### src/rtl/add6_batch_accumulator.sv
// Batch accumulator behind the 6-bit adder: sums BATCH sums per batch,
// then holds the total and sticky overflow until the consumer takes it.
//
// Ports:
//   clk, rst    clock (rising edge), synchronous active-high reset
//   clear       synchronous batch abort; drops any pending total
//   in_valid    in_sum is valid
//   in_ready    block can accept in_sum (state == ACCUM)
//   in_sum      unsigned adder result, carry in MSB
//   acc_out     running total, or the completed total while out_valid
//   count       samples accepted in the current batch
//   overflow    sticky: accumulator wrapped during this batch
//   out_valid   acc_out is a completed total (state == HOLD)
//   out_ready   consumer takes the completed total
module add6_batch_accumulator #(
  parameter int SUM_W = 7,
  parameter int ACC_W = 10,
  parameter int BATCH = 16,
  localparam int CNT_W = $clog2(BATCH)
) (
  input  logic             clk,
  input  logic             rst,
  input  logic             clear,
  input  logic             in_valid,
  output logic             in_ready,
  input  logic [SUM_W-1:0] in_sum,
  output logic [ACC_W-1:0] acc_out,
  output logic [CNT_W-1:0] count,
  output logic             overflow,
  output logic             out_valid,
  input  logic             out_ready
);

  typedef enum logic {
    ACCUM = 1'b0,
    HOLD  = 1'b1
  } state_t;

  localparam logic [CNT_W-1:0] LAST = CNT_W'(BATCH - 1);

  state_t         state;
  logic [ACC_W:0] sum_ext;

  // Extra MSB is the carry-out of the ACC_W-bit add.
  assign sum_ext = {1'b0, acc_out} + (ACC_W + 1)'(in_sum);

  assign in_ready  = (state == ACCUM);
  assign out_valid = (state == HOLD);

  always_ff @(posedge clk) begin
    if (rst || clear) begin
      state    <= ACCUM;
      acc_out  <= '0;
      count    <= '0;
      overflow <= 1'b0;
    end else begin
      unique case (state)
        ACCUM: begin
          if (in_valid) begin
            acc_out  <= sum_ext[ACC_W-1:0];
            overflow <= overflow | sum_ext[ACC_W];
            if (count == LAST) begin
              count <= '0;
              state <= HOLD;
            end else begin
              count <= count + 1'b1;
            end
          end
        end
        HOLD: begin
          // Release cycle accepts nothing; next sample lands a cycle later.
          if (out_ready) begin
            state    <= ACCUM;
            acc_out  <= '0;
            overflow <= 1'b0;
          end
        end
        default: state <= ACCUM;
      endcase
    end
  end

endmodule
### config.mk
export PLATFORM = sky130hd
export DESIGN_NAME = add6_batch_accumulator
export DESIGN_NICKNAME = d
export VERILOG_FILES = /design/src/rtl/add6_batch_accumulator.sv
export SDC_FILE = /design/constraint.sdc
export NUM_CORES = 1
export LEC_CHECK = 0
export CELL_PAD_IN_SITES_DETAIL_PLACEMENT = 0
export CELL_PAD_IN_SITES_GLOBAL_PLACEMENT = 1
export CORE_UTILIZATION = 34
export DETAILED_ROUTE_END_ITERATION = 16
export PLACE_DENSITY_LB_ADDON = 0.12
export SYNTH_ARGS = -nofsm -noshare
export SYNTH_HDL_FRONTEND = slang
export SYNTH_SLANG_ARGS = --single-unit
### constraint.sdc
create_clock -name clk -period 2.1 [get_ports clk]
set_input_delay 0.315 -clock clk [delete_from_list [all_inputs] [get_ports clk]]
set_output_delay 0.315 -clock clk [all_outputs]
set_load 0.02 [all_outputs]
* Word level (Yosys, flattened, before mapping)
Cells that the tools add are included.
** Cells by class
- Add/subtract/negate cells :: 2
- Equality and inequality tests :: 3
- Mux-type cells :: 11
- Bitwise gates (word level) :: 2
- Reductions and logical operators :: 3
** Operators with widths (number)
- $mux W10 :: 2
- $pmux W10 S2 :: 1
- $add A10 B7 Y11 :: 1
- $mux W1 :: 5
- $add A4 B1 Y4 const B :: 1
- $eq A4 B4 Y1 const B :: 1
- $mux W4 :: 1
- $ne A2 B2 Y1 const B :: 2
- $pmux W1 S2 :: 2
- $reduce_and A2 Y1 :: 2
- $logic_or A1 B1 Y1 :: 1
- $not A1 Y1 :: 1
- $or A1 B1 Y1 :: 1
** Word-level totals
- Flip-flop bits (word level) :: 16
- Input bits :: 12
- Output and inout bits :: 17
- Logic and storage cells :: 25

* Depth between registers and ports, before layout
Gate-level depths: netlist (run 1).
- Depth after elaboration :: 4
- Gate-level depth with buffers :: 7
- Gate-level depth less buffers :: 7

* Least setup slack after synthesis (run 1)
Ideal clock, no wire load.
- Path type :: reg-to-reg
- Start :: register acc_out[0]
- End :: register overflow
- Library setup time :: 71 ps
- Data arrival time :: 1927 ps
- Required time :: 2029 ps
- Setup slack :: 102 ps
- Cell stages (with the launch flop) :: 8
- Path buffers :: 0
- Clock period less this slack :: 1998 ps
- Cells stage by stage :: dfxtp_1 -> ha_1 -> inv_1 -> fa_1 -> nor2b_1 -> o211ai_1 -> a2111o_1 -> a21oi_1
** Between the ends
- Longest elaborated chain between the ends :: 4
** Ends and longest elaborated chain
- start: declaration :: line 27 : output logic [ACC_W-1:0] acc_out,
- start signal: assignment :: line 60 : acc_out <= sum_ext[ACC_W-1:0];
- $add A10 B7 Y11 :: line 45 : assign sum_ext = {1'b0, acc_out} + (ACC_W + 1)'(in_sum);
- $or A1 B1 Y1 :: line 61 : overflow <= overflow | sum_ext[ACC_W];
- $mux W1 :: line 59 : if (in_valid) begin
- $pmux W1 S2 :: line 57 : unique case (state)
- end signal: assignment :: line 61
- end: declaration :: line 29 : output logic overflow,
No other way between the ends. The select of a mux whose other input is x is not followed.
A chain may end at the register's enable or synchronous reset.

* Final worst setup path (run 1)
- Start :: input in_sum[0]
- End :: register overflow
** Between the ends
- Longest elaborated chain between the ends :: 4
** Ends and longest elaborated chain
- start: declaration :: line 26 : input logic [SUM_W-1:0] in_sum,
- $add A10 B7 Y11 :: line 45
- $or A1 B1 Y1 :: line 61
- $mux W1 :: line 59
- $pmux W1 S2 :: line 57
No other way between the ends. The select of a mux whose other input is x is not followed.

==> parameters.txt, run 1 <==
Parameter                              Value

Run status
  Run status    completed

Detailed routing
  Number of iterations in the first detailed-routing pass    4
  Total number of vias    1004
  Drt via density    5.34
  Count of nets left with antenna violations after detail routing    0
  Initial DRC count    23
  Drt drc    0
  DR WL/cell    12.9 um
  Total detailed-routing wirelength    2430 um

Power and ir drop
  Leak pwr    0.536 nW
  VDD IR max    0.000356 V
  Power density of the placed cells    478 nW/um2

Yosys
  Dominant cell type by area after synthesis    dfxtp_1
  Distinct cells, synth    43
  Commonest register cell after synthesis    dfxtp_1
  Share of synthesized registers carrying an async set or reset    0%
  Dominant cells by area after synthesis    dfxtp_1 32%, ha_1 10%, nand2_1 4.9%, a21oi_1 4.0%, a211oi_1 3.7%
  Fraction of synthesized cell area taken by the top area cell type    31.9%
  Most frequently used cell type in the post-synthesis netlist    dfxtp_1
  Number of warnings printed during yosys synthesis    0
  Top cell types by occurrence after synthesis    16 x dfxtp_1, 13 x nand2_1, 8 x a21oi_1, 8 x ha_1, 8 x nor2_1
  Post-Synthesis Net Count    138
  Post-synthesis instance area    1000 um2
  Number of enable flip-flop cells after synthesis    0
  Mean area per synthesized cell    8.58 um2
  Register area share after synthesis    31.9%
  Number of register bits inferred by synthesis    16
  Number of standard cells after synthesis    117

Setup path
  Slack of the worst reg-to-reg path    230 ps
  Crit path max fanout    2
  Endpoint kind of the worst setup timing path    flip-flop
  Startpoint of the lowest-slack register-to-register path    acc_out[0]$_SDFFE_PP0P_
  Capture point of the worst reg-to-reg path    overflow$_SDFFE_PP0P_
  Critical path class    in -> reg
  Critical path data required time    2330 ps
  Critical path origin    in_sum[0]
  Path depth of the worst reg2reg path    7
  Setup crit end    overflow$_SDFFE_PP0P_
  Nature of the critical path startpoint    primary input
  Data arrival time of the critical path    2210 ps

GRT
  Wire length of the first global-routing pass    4160 um
  Via count of the first global-routing pass    995
  Pin count of the biggest net entering global routing    11
  Global route overflow    0
  Aggregate global-route resource usage    16.3%
  Antenna violations before repair    0

STA
  Worst max-slew margin expressed relative to the limit    68.0%
  Worst hold margin    468 ps
  Final hold violation count    0
  Achievable frequency    504 MHz
  Period utilisation layout    94.5%
  Largest clock skew in the final design    6.88 ps
  Final total negative setup slack    0 ps
  Worst slew pin tran    478 ps
  Final setup violation count    0
  Final number of max-transition violations    0
  Post-layout min period    1980 ps
  Unrepaired setup endpoints after global routing    no

CTS
  Post-CTS Setup Inserts    0
  Total CTS buffers    3
  Clock net sink count    16
  Clock-pin slew of the registers on the worst-case setup and hold paths    90 ps
  CTS tree    built
  Maximum clock insertion buffer count    2
  Worst-skew pair later-pin latency    290 ps
  H-Tree Depth    1
  CTS-repair resized insts    0
  Cell at the root of the clock tree    clkbuf_4
  Post-CTS Hold Fix Bufs    0

Placement
  Weighted congestion at the end of routability-driven global placement    0.818
  Count of input and output buffers    28
  DP Cell Count    184

Floorplan
  Vert. Die Dim    56.3 um
  Number of I/O pins    29
  Initial standard-cell utilization of the core    36.1%
  Row cnt    19
  Width of the die    56.3 um
  Placeable core area    2780 um2
  Die area    3170 um2

Worst hold path
  Hold path start    overflow$_SDFFE_PP0P_
  Worst min-delay path class    reg -> reg

Finish
  Number of antenna cells inserted    0
  Number of nets at the end of the flow    179
  Ratio of cells with drive above 1 in the final layout    11.5%
  Growth of design area from synthesis to finish    42.6%
  Final non-filler cell total    188

Run
  Number of max-cap violations    0
-- placed cells by master, fill, tap and decap left out, drive strengths merged, types with 4 or more instances in the layout --
master         synthesis  routed
clkdlybuf4s50          0      28
dfxtp                 16      16
nand2                 13      13
buf                    2      12
nor2                   8       8
a21oi                  8       8
ha                     8       8
inv                    5       5
a211oi                 5       5
o21ai                  4       4
clkbuf                 2       4
-- how the worst min path moves through the flow --
| stage | end | depth (start not counted) | slack (ps) |
|---|---|---|---|
| finish | overflow$_SDFFE_PP0P_ | 2 | 470 |
| global route | overflow$_SDFFE_PP0P_ | 2 | 480 |
| CTS | overflow$_SDFFE_PP0P_ | 2 | 480 |
| detailed placement | overflow$_SDFFE_PP0P_ | 2 | 460 |
| global placement | overflow$_SDFFE_PP0P_ | 2 | 460 |
| floorplan | out_valid$_SDFF_PP0_ | 2 | 490 |
-- cells by family (layout without fill, tap and decap cells) --
family                     Yosys count  after routing  synth area share (%)
AOI/OAI and AO/OA                   35             35                  24.8
adders and majority gates            9              9                  12.0
muxes                                3              3                  2.99
DFF                                 16             16                  31.9
buffers and inverters                9             49                  3.62
xor gates and xnor gates             2              2                  1.75
and+or+nand+nor                     43             43                  22.9
-- final cells by class --
cell class | instances | area, um2
well taps | 31 | 38.8
repair buffers | 40 | 370
flip-flops and latches | 16 | 320
clock buffers | 4 | 36.3
inverters | 5 | 18.8
multi-input cells | 92 | 647
fillers | 281 | 1350
-- layer usage --
metal  part of all wire (%)  GRT usage (%)  wire [um]
met1                     45           18.8       1110
met2                     50           29.4       1210
met3                    4.0           4.84         97
met4                   0.70           3.83         17
met5                      0              0          0
-- where the power goes --
group	switching, W	internal [W]	leakage (nW)	total [W]
combinational	0.0000748	0.0000814	0.386	0.000156
clock	0.000104	0.000106	0.0210	0.000210
sequential	0.00000686	0.000311	0.130	0.000318
-- flip-flops by register name, indices dropped and copies added (netlist names) --
name and flops:
acc_out 10, count 4, out_valid 1, overflow 1
-- per-stage QoR --
| step | power, W | cell area (um2) | setup WS (ps) | util (%) |
|---|---|---|---|---|
| after floorplan | 0.000410 | 1000 | 102 | - |
| after global routing | 0.000722 | 1430 | 28.2 | 51.5 |
| after CTS | 0.000693 | 1430 | 110 | 51.5 |
| after detailed placement | 0.000482 | 1400 | -208 | 50.2 |
| final | 0.000684 | 1430 | 117 | 51.5 |
| after global placement | 0.000481 | 1400 | -161 | 50.2 |
-- worst max-delay path, stage by stage --
cell	delay (ps)
clkdlybuf4s50_1	460
ha_1	160
inv_1	50
fa_1	380
nor2b_1	160
o211ai_1	120
a2111o_1	420
a21oi_1	130
Power figures use the tool's default switching activity.
==> run 2, diff against run 1 <==
- SLEW_MARGIN: unset -> 0
==> results of run 2 <==
No change in the layout: final DEF, timing and power equal those of run 1.
